File: src/rtl/instr_prefetch_unit.sv
// Instruction prefetch unit: fetches sequential 32-bit words from instruction
// memory into a DEPTH-entry FIFO of {address, instruction} and presents the
// head to decode. Redirects flush the FIFO and restart fetching at a new PC.
// Optional feature macro: PREFETCH_ALIGN_CHECK_EN adds fault_o and halts
// fetching on a misaligned redirect until the next aligned redirect.
module instr_prefetch_unit #(
   parameter int unsigned        ADDR_W     = 32,
   parameter int unsigned        DEPTH      = 4,
   parameter logic [ADDR_W-1:0]  RESET_ADDR = '0
) (
   input  logic              clk_i,
   input  logic              rst_i,
   input  logic              instr_mem_ready_i,
   input  logic [31:0]       instr_mem_data_i,
   output logic [ADDR_W-1:0] instr_mem_addr_o,
   output logic              instr_mem_rd_o,
   input  logic              redirect_i,
   input  logic [ADDR_W-1:0] redirect_addr_i,
   output logic              instr_valid_o,
   input  logic              instr_ready_i,
   output logic [31:0]       instr_o,
   output logic [ADDR_W-1:0] instr_addr_o
`ifdef PREFETCH_ALIGN_CHECK_EN
   ,
   output logic              fault_o
`endif
);

   localparam int unsigned PTR_W = $clog2(DEPTH);
   localparam int unsigned CNT_W = PTR_W + 1;

   typedef enum logic [1:0] {
      S_IDLE = 2'd0,
      S_REQ  = 2'd1,
      S_DROP = 2'd2
   } state_t;

   state_t              state_q, state_d;
   logic [ADDR_W-1:0]   pc_q, pc_d;
   logic [ADDR_W-1:0]   addr_q, addr_d;
   logic                rd_q, rd_d;
   logic [CNT_W-1:0]    cnt_q, cnt_d;
   logic [PTR_W-1:0]    wr_ptr_q, wr_ptr_d;
   logic [PTR_W-1:0]    rd_ptr_q, rd_ptr_d;
   logic                valid_q, valid_d;
   logic                halt_q, halt_d;

   logic                push;
   logic                pop;
   logic                go_req;
   logic [ADDR_W-1:0]   redir_addr;
   logic                misaligned;

   logic [ADDR_W-1:0]   addr_mem [DEPTH];
   logic [31:0]         data_mem [DEPTH];

`ifdef PREFETCH_ALIGN_CHECK_EN
   assign redir_addr = redirect_addr_i;
   assign misaligned = (redirect_addr_i[1:0] != 2'b00);
   assign fault_o    = halt_q;
`else
   assign redir_addr = redirect_addr_i & ~ADDR_W'(3);
   assign misaligned = 1'b0;
`endif

   // Next-state logic: FIFO bookkeeping, fetch PC, and request FSM.
   // Redirect wins over push/pop; the FSM decision uses the post-update count
   // so a full buffer being drained keeps a request in flight every cycle.
   always_comb begin
      push     = 1'b0;
      pop      = 1'b0;
      state_d  = state_q;
      pc_d     = pc_q;
      addr_d   = addr_q;
      cnt_d    = cnt_q;
      wr_ptr_d = wr_ptr_q;
      rd_ptr_d = rd_ptr_q;
      halt_d   = halt_q;

      if (redirect_i) begin
         cnt_d    = '0;
         wr_ptr_d = '0;
         rd_ptr_d = '0;
         pc_d     = redir_addr;
         halt_d   = misaligned;
      end else begin
         push = (state_q == S_REQ) && instr_mem_ready_i;
         pop  = valid_q && instr_ready_i;
         if (push) begin
            wr_ptr_d = wr_ptr_q + PTR_W'(1);
            pc_d     = pc_q + ADDR_W'(4);
         end
         if (pop) begin
            rd_ptr_d = rd_ptr_q + PTR_W'(1);
         end
         case ({push, pop})
            2'b10:   cnt_d = cnt_q + CNT_W'(1);
            2'b01:   cnt_d = cnt_q - CNT_W'(1);
            default: cnt_d = cnt_q;
         endcase
      end

      go_req = (cnt_d < CNT_W'(DEPTH)) && !halt_d;

      case (state_q)
         S_IDLE: begin
            if (go_req) begin
               state_d = S_REQ;
               addr_d  = pc_d;
            end
         end
         S_REQ, S_DROP: begin
            if (instr_mem_ready_i) begin
               state_d = go_req ? S_REQ : S_IDLE;
               addr_d  = pc_d;
            end else if (redirect_i) begin
               state_d = S_DROP;
            end
         end
         default: state_d = S_IDLE;
      endcase

      rd_d    = (state_d != S_IDLE);
      valid_d = (cnt_d != '0);
   end

   // Control state, fetch PC and registered memory-side outputs.
   always_ff @(posedge clk_i or posedge rst_i) begin
      if (rst_i) begin
         state_q  <= S_IDLE;
         pc_q     <= RESET_ADDR;
         addr_q   <= RESET_ADDR;
         rd_q     <= 1'b0;
         cnt_q    <= '0;
         wr_ptr_q <= '0;
         rd_ptr_q <= '0;
         valid_q  <= 1'b0;
         halt_q   <= 1'b0;
      end else begin
         state_q  <= state_d;
         pc_q     <= pc_d;
         addr_q   <= addr_d;
         rd_q     <= rd_d;
         cnt_q    <= cnt_d;
         wr_ptr_q <= wr_ptr_d;
         rd_ptr_q <= rd_ptr_d;
         valid_q  <= valid_d;
         halt_q   <= halt_d;
      end
   end

   // FIFO storage; contents are never observed while the entry is invalid.
   always_ff @(posedge clk_i) begin
      if (push) begin
         addr_mem[wr_ptr_q] <= pc_q;
         data_mem[wr_ptr_q] <= instr_mem_data_i;
      end
   end

   assign instr_mem_addr_o = addr_q;
   assign instr_mem_rd_o   = rd_q;
   assign instr_valid_o    = valid_q;
   assign instr_o          = valid_q ? data_mem[rd_ptr_q] : '0;
   assign instr_addr_o     = valid_q ? addr_mem[rd_ptr_q] : '0;

endmodule

File: config.mk
export PLATFORM = sky130hd
export DESIGN_NAME = instr_prefetch_unit
export DESIGN_NICKNAME = d
export VERILOG_FILES = /design/src/rtl/instr_prefetch_unit.sv
export SDC_FILE = /design/constraint.sdc
export NUM_CORES = 1
export LEC_CHECK = 0
export ABC_AREA = 1
export CORE_ASPECT_RATIO = 1.2
export CORE_MARGIN = 5
export CORE_UTILIZATION = 45
export CTS_CLUSTER_SIZE = 12
export DETAILED_ROUTE_END_ITERATION = 7
export GPL_TIMING_DRIVEN = 1
export PLACE_DENSITY = 0.67
export SYNTH_ARGS = -nofsm -noshare
export SYNTH_HDL_FRONTEND = slang
export SYNTH_SLANG_ARGS = --single-unit
File: constraint.sdc
create_clock -name clk_i -period 8.4 [get_ports clk_i]
set_input_delay 1.26 -clock clk_i [delete_from_list [all_inputs] [get_ports clk_i]]
set_output_delay 1.26 -clock clk_i [all_outputs]
set_load 0.005 [all_outputs]
==> results.sh, run 1 <==
export IMPL_dp_hpwl_um=18190
export IMPL_mappedNetlistNets=1397
export IMPL_final_nets=1546
export IMPL_leakage_nw=6.446
export IMPL_switching_power_mw=1.373
export IMPL_clock_fmax_mhz=205.8
export IMPL_numClockSinks=332
export IMPL_clk_latency_ns=0.50
export IMPL_cts_made_buffers=34
export IMPL_rr_startpoint="state_q[1]"
export IMPL_syn_area_um2=13970
export IMPL_drt_iter0_markers=589
export IMPL_p_sw_frac=0.2910
export IMPL_track_usage=0.1798
export IMPL_fillers=2548
export IMPL_ys_seq_area_frac=0.6863
export IMPL_holdWs_ns=0.4627
export IMPL_regToRegEndpoint="instr_mem_addr_o[27]"
export IMPL_htreeDepth=2
export IMPL_drtPass1Iterations=6
export IMPL_hold_path_class="reg2reg"
export IMPL_antenna_found_initial=0
export IMPL_cp_start_kind="register"
export IMPL_cts_hold_fix_buffers=0
export IMPL_worstRegToRegCells=16
export IMPL_ant_nets=0
export IMPL_grt_max_degree=85
export IMPL_synth_top_cell_area_share=0.5502
export IMPL_cts_root_buf="clkbuf_16"
export IMPL_critPathMaxFanout=65
export IMPL_grt_pass1_vias=9549
export IMPL_p_int_mw=3.344
export IMPL_skew_ns=0.01273
export IMPL_p_clk_frac=0.290
export IMPL_ys_warn_count=0
export IMPL_pwr_share_seq=0.442
export IMPL_die_w_um=170.9
export IMPL_die_h_um=203.0
export IMPL_dieArea_um2=34690
export IMPL_slew_headroom=0.2915
export IMPL_via_per_inst=5.131
export IMPL_post_cts_resized=0
export IMPL_cts_path_max_buffers=3
export IMPL_initial_utilization=0.4571
export IMPL_r2r_slack_ns=5.56
export IMPL_hold_path_startpoint="halt_q"
export IMPL_vdd_ir_drop_max_uv=166.4
export IMPL_gp_congestion=0.8347
export IMPL_power_per_cell_area_nw_per_um2=277.9
export IMPL_overflow=0
export IMPL_synth_commonest_cells="nor2_1 (298), edfxtp_1 (256), nand2_1 (230), o21ai_0 (137), dfrtp_1 (76)"
export IMPL_setup_viol_count_final=0
export IMPL_rsz0062_at_grt="no"
export IMPL_critPathCaptureType="output pin"
export IMPL_maxSlewViolCount=0
export IMPL_drc=0
export IMPL_syn_to_final_growth_pct=21.50
export IMPL_row_count=70
export IMPL_ys_async_sr_fraction=0.2289
export IMPL_maxCapViolations=0
export IMPL_worst_slew_pin_slew_ns=1.063
export IMPL_insertedDiodeCount=0
export IMPL_routed_wl_um=31740
export IMPL_synth_area_per_cell_um2=10.60
export IMPL_hold_path_end="halt_q"
export IMPL_post_drt_wl_per_cell_um=16.88
export IMPL_portBuffers=164
export IMPL_critPathArrivalTime_ns=3.60
export IMPL_post_cts_buffers=0
export IMPL_cts_tree="yes"
export IMPL_hold_depth=2
export IMPL_synth_seq_cells=332
export IMPL_synth_top_cell_by_area="edfxtp_1"
export IMPL_status="finished, final reports clean"
export IMPL_period_share=0.5785
export IMPL_core_um2=30570
export IMPL_grt_pass1_wl_um=49220
export IMPL_synth_main_ff_cell="edfxtp_1"
export IMPL_synthTopCellsByArea="edfxtp_1 (55%), dfrtp_1 (14%), nor2_1 (8.0%)"
export IMPL_setup_tns_final_ns=0
export IMPL_drive_gt1_frac=0.06132
export IMPL_cp_required_ns=7.14
export IMPL_ys_types=34
export IMPL_path_class="reg2out"
export IMPL_hold_viol=0
export IMPL_min_period_ns=4.859
export IMPL_synthCells=1318
export IMPL_p_comb_frac=0.268
export IMPL_vias=9646
export IMPL_synth_most_common_cell="nor2_1"
export IMPL_clk_pin_slew_ns=0.06
export IMPL_synth_edf_count=256
export IMPL_pin_count=167
[registers in the layout, indices dropped and copies added, names as in the netlist]
| signal | cells |
|---|---|
| addr_mem | 128 |
| data_mem | 128 |
| instr_mem_addr_o | 32 |
| pc_q | 32 |
| cnt_q | 3 |
| rd_ptr_q | 2 |
| state_q | 2 |
| wr_ptr_q | 2 |
| halt_q | 1 |
| instr_mem_rd_o | 1 |
| instr_valid_o | 1 |
[stage by stage]
stage | total power [mW] | instances | instance area (um^2) | worst slack, ns | util
finish | 4.717 | 1880 | 16980 | 3.541 | 0.5554
floorplan | 2.730 | 1318 | 13970 | 3.483 | -
detailed placement | 3.395 | 1827 | 15970 | 3.978 | 0.5224
CTS | 4.779 | 1880 | 16980 | 3.440 | 0.5554
global placement | 3.380 | 1827 | 15970 | 3.984 | 0.5224
global route | 4.990 | 1880 | 16980 | 3.301 | 0.5554
[worst max-delay path, cell delays in order, from the launching register on]
cell	delay, ns
dfrtp_2	0.34
buf_4	0.69
inv_2	0.48
buf_4	0.45
nor2_1	0.15
o21ai_0	0.09
a21oi_1	0.31
clkdlybuf4s50_1	0.57
[power groups by stage]
stage               logic, mW  registers, mW  clock network (mW)
floorplan               0.645           2.08                   0
global placement         1.27           2.11                   0
detailed placement       1.28           2.11                   0
CTS                      1.29           2.08                1.40
global route             1.41           2.11                1.47
finish                   1.26           2.08                1.37
[layer usage]
layer	GRT usage	up-vias	part of all wire
met5	0	-	0
met4	0.06538	0	0.029
met3	0.02843	59	0.053
met2	0.3098	282	0.50
met1	0.2300	4574	0.42
li1	-	4731	-
[area by class of cell]
type | instances | area, um^2 | share of cell area
timing repair buffer | 176 | 1732 | 0.1020
inverter | 68 | 256.5 | 0.01511
clock buffer | 49 | 991.0 | 0.05837
clock inverter | 4 | 17.52 | 0.001032
tap | 396 | 495.5 | 0.02919
sequential | 332 | 9594 | 0.5652
multi-input combinational | 855 | 3890 | 0.2291
[placed cells by master (no fill, tap or decap), drive strengths merged]
| cell | instances |
|---|---|
| clkdlybuf4s50 | 164 |
| xnor2 | 2 |
| a21oi | 67 |
| buf | 12 |
| or3 | 1 |
| xor2 | 2 |
| nand2 | 231 |
| fa | 1 |
| clkinv | 5 |
| ha | 9 |
| inv | 67 |
| dfrtp | 76 |
| o21a | 1 |
| and2 | 4 |
| nor2 | 305 |
| nor3 | 2 |
| o21ai | 139 |
| nand3 | 58 |
| nand4 | 11 |
| o211ai | 1 |
| a21boi | 7 |
| edfxtp | 256 |
| or2 | 14 |
| clkbuf | 49 |
[logic make-up (layout without fill, tap and decap cells)]
family | Yosys count | count (layout) | synth area share
buffers and inverters | 131 | 297 | 0.03743
DFF | 332 | 332 | 0.6863
xor gates and xnor gates | 4 | 4 | 0.002508
and+or+nand+nor | 626 | 626 | 0.1856
AOI/OAI and AO/OA | 215 | 215 | 0.07862
adders and majority gates | 10 | 10 | 0.009492
[worst max-delay path by stage]
stage | startpoint | to | slack, ns | cells after the start
after CTS | rd_ptr_q[1] | instr_addr_o[15] | 3.44 | 7
after floorplan | redirect_i | addr_mem[0][0] | 3.48 | 4
final | rd_ptr_q[1] | instr_addr_o[11] | 3.54 | 7
after global routing | rd_ptr_q[1] | instr_addr_o[11] | 3.30 | 7
after detailed placement | rd_ptr_q[1] | instr_addr_o[15] | 3.98 | 7
after global placement | rd_ptr_q[1] | instr_addr_o[15] | 3.98 | 7
No activity file was read; power rests on OpenSTA's default activity.
==> run 2, diff against run 1 <==
==> constraint.sdc (replaced) <==
create_clock -name clk_i -period 4.5 [get_ports clk_i]
set_input_delay 0.675 -clock clk_i [delete_from_list [all_inputs] [get_ports clk_i]]
set_output_delay 0.675 -clock clk_i [all_outputs]
set_load 0.005 [all_outputs]
==> results.sh, run 2 (same netlist as run 1, synthesis figures left out) <==
export IMPL_clk_pin_slew_ns=0.06
export IMPL_placed_area_um2=16070
export IMPL_grt_pass1_wl_um=50110
export IMPL_drive_gt1_frac=0.06560
export IMPL_ant_nets=0
export IMPL_maxCapViolations=0
export IMPL_final_area_um2=17080
export IMPL_cts_root_buf="clkbuf_16"
export IMPL_p_clk_frac=0.293
export IMPL_status="finished, final reports clean"
export IMPL_routed_wl_um=32390
export IMPL_dieArea_um2=34690
export IMPL_clock_fmax_mhz=249.5
export IMPL_critPathMaxFanout=57
export IMPL_hold_path_class="reg2reg"
export IMPL_period_share=0.8906
export IMPL_maxSlewViolCount=0
export IMPL_cp_start_kind="register"
export IMPL_cts_tree="yes"
export IMPL_vias=9609
export IMPL_dp_hpwl_um=20050
export IMPL_p_sw_frac=0.2930
export IMPL_leakage_nw=6.493
export IMPL_grt_max_degree=89
export IMPL_die_w_um=170.9
export IMPL_cp_slowest_stage_delay_ns=0.76
export IMPL_min_period_ns=4.008
export IMPL_drc=0
export IMPL_skew_ns=0.01510
export IMPL_final_nets=1554
export IMPL_htreeDepth=2
export IMPL_grt_pass1_vias=9396
export IMPL_setup_viol_count_final=0
export IMPL_initial_utilization=0.4571
export IMPL_pwr_share_seq=0.438
export IMPL_critPathArrivalTime_ns=3.33
export IMPL_portBuffers=164
export IMPL_cp_required_ns=3.83
export IMPL_vdd_ir_drop_max_uv=278.2
export IMPL_cpMaxStageDelayCell="clkinv_2"
export IMPL_p_comb_frac=0.269
export IMPL_final_cell_mix="nor2_1 (294), edfxtp_1 (256), nand2_1 (230), clkdlybuf4s50_1 (164), o21ai_0 (137)"
export IMPL_clk_latency_ns=0.50
export IMPL_final_common_cell="nor2_1"
export IMPL_cts_made_buffers=34
export IMPL_hold_viol=0
export IMPL_overflow=0
export IMPL_switching_power_mw=2.602
export IMPL_grt_util_met3=0.02668
export IMPL_path_cells="clkinv_2 > buf_4 > o21ai_0 > a21oi_1 > clkdlybuf4s50_1"
export IMPL_grt_busiest_layer="met2"
export IMPL_track_usage=0.1832
export IMPL_die_h_um=203.0
export IMPL_setup_tns_final_ns=0
export IMPL_power_per_cell_area_nw_per_um2=519.8
export IMPL_insertedDiodeCount=0
export IMPL_antenna_found_initial=0
export IMPL_drt_iter0_markers=641
export IMPL_core_um2=30570
export IMPL_drtPass1Iterations=8
export IMPL_syn_to_final_growth_pct=22.26
export IMPL_numClockSinks=332
export IMPL_critPathCaptureType="output pin"
export IMPL_post_drt_wl_per_cell_um=17.14
export IMPL_post_cts_buffers=0
export IMPL_row_count=70
export IMPL_met2_usage=0.3188
export IMPL_cts_path_max_buffers=3
export IMPL_pin_count=167
export IMPL_via_per_inst=5.084
export IMPL_worst_slew_pin_slew_ns=0.9568
export IMPL_post_cts_resized=0
export IMPL_gp_congestion=0.8567
export IMPL_p_int_mw=6.278
export IMPL_rsz0062_at_grt="no"
export IMPL_grtUsageMet1=0.2374
export IMPL_slew_headroom=0.3621
export IMPL_path_class="reg2out"
export IMPL_top_regs="addr_mem (128), data_mem (128)"
export IMPL_cts_hold_fix_buffers=0
## run 2: cell types whose count changed in the layout (fill, tap and decap cells not counted)
cell and change:
buf_12 +3, buf_4 +5, clkinvlp_4 +1, clkbuf_1 +4
clkinv_2 -2, clkinv_1 -1
## run 2: area by class of cell
cell class,instances,area (um^2)
Tap cell,396,495.5
Clock inverter,2,11.26
Timing Repair Buffer,184,1829
Clock buffer,53,1006
Inverter,68,256.5
Fill cell,2543,13480
Sequential cell,332,9594
Multi-Input combinational cell,855,3890
## run 2: final timing paths
kind / start / to / slack (ns) / cells after the start
worst max-delay path: rd_ptr_q[0] / instr_addr_o[30] / 0.49 / 5
worst min-delay path: halt_q / halt_q / 0.48 / 2
worst max register to register: state_q[1] / instr_mem_addr_o[27] / 1.68 / 16
worst min register to register: halt_q / halt_q / 0.48 / 2
max in group asynchronous: rst_i / rd_ptr_q[0] / 2.88 / 3
min in group asynchronous: rst_i / instr_mem_addr_o[13] / 0.56 / 2
## run 2: critical path, delay by kind of cell (launching register included)
family / cells / cell delay, ns
AO/OA/AOI/OAI: 2 / 0.34
flip-flops: 1 / 0.73
buffers and inverters: 3 / 1.73
## run 2: metrics by stage
| stage | worst slack [ns] | hold WS (ns) | power, mW | instances | utilization |
|---|---|---|---|---|---|
| detailed placement | 0.9982 | 0.4600 | 6.372 | 1835 | 0.5256 |
| finish | 0.4921 | 0.4780 | 8.880 | 1890 | 0.5589 |
| floorplan | 0.1676 | 0.4308 | 5.095 | 1318 | - |
| CTS | 0.4535 | 0.4766 | 8.995 | 1890 | 0.5589 |
| global placement | 0.9972 | 0.4450 | 6.342 | 1835 | 0.5256 |
| global route | 0.2453 | 0.5081 | 9.383 | 1890 | 0.5589 |
## run 2: power groups by stage
stage / combinational (mW) / sequential [mW] / clock (mW)
floorplan: 1.20 / 3.89 / 0
global placement: 2.40 / 3.94 / 0
detailed placement: 2.43 / 3.94 / 0
CTS: 2.45 / 3.89 / 2.66
global route: 2.67 / 3.93 / 2.79
finish: 2.39 / 3.89 / 2.60
## run 2: per-layer routing
layer / vias to the layer above / part of all wire
li1: 4743 / -
met1: 4562 / 0.42
met2: 252 / 0.50
met3: 52 / 0.052
met4: 0 / 0.024
met5: - / 0
==> run 3, diff against run 2 <==
--- a/config.mk
+++ b/config.mk
@@ -12,6 +12,7 @@
 export CTS_CLUSTER_SIZE = 12
 export DETAILED_ROUTE_END_ITERATION = 7
 export GPL_TIMING_DRIVEN = 1
+export HOLD_SLACK_MARGIN = 0.05
 export PLACE_DENSITY = 0.67
 export SYNTH_ARGS = -nofsm -noshare
 export SYNTH_HDL_FRONTEND = slang
==> results of run 3 <==
Same layout as run 2: the final DEF is identical, and so are final timing and power.
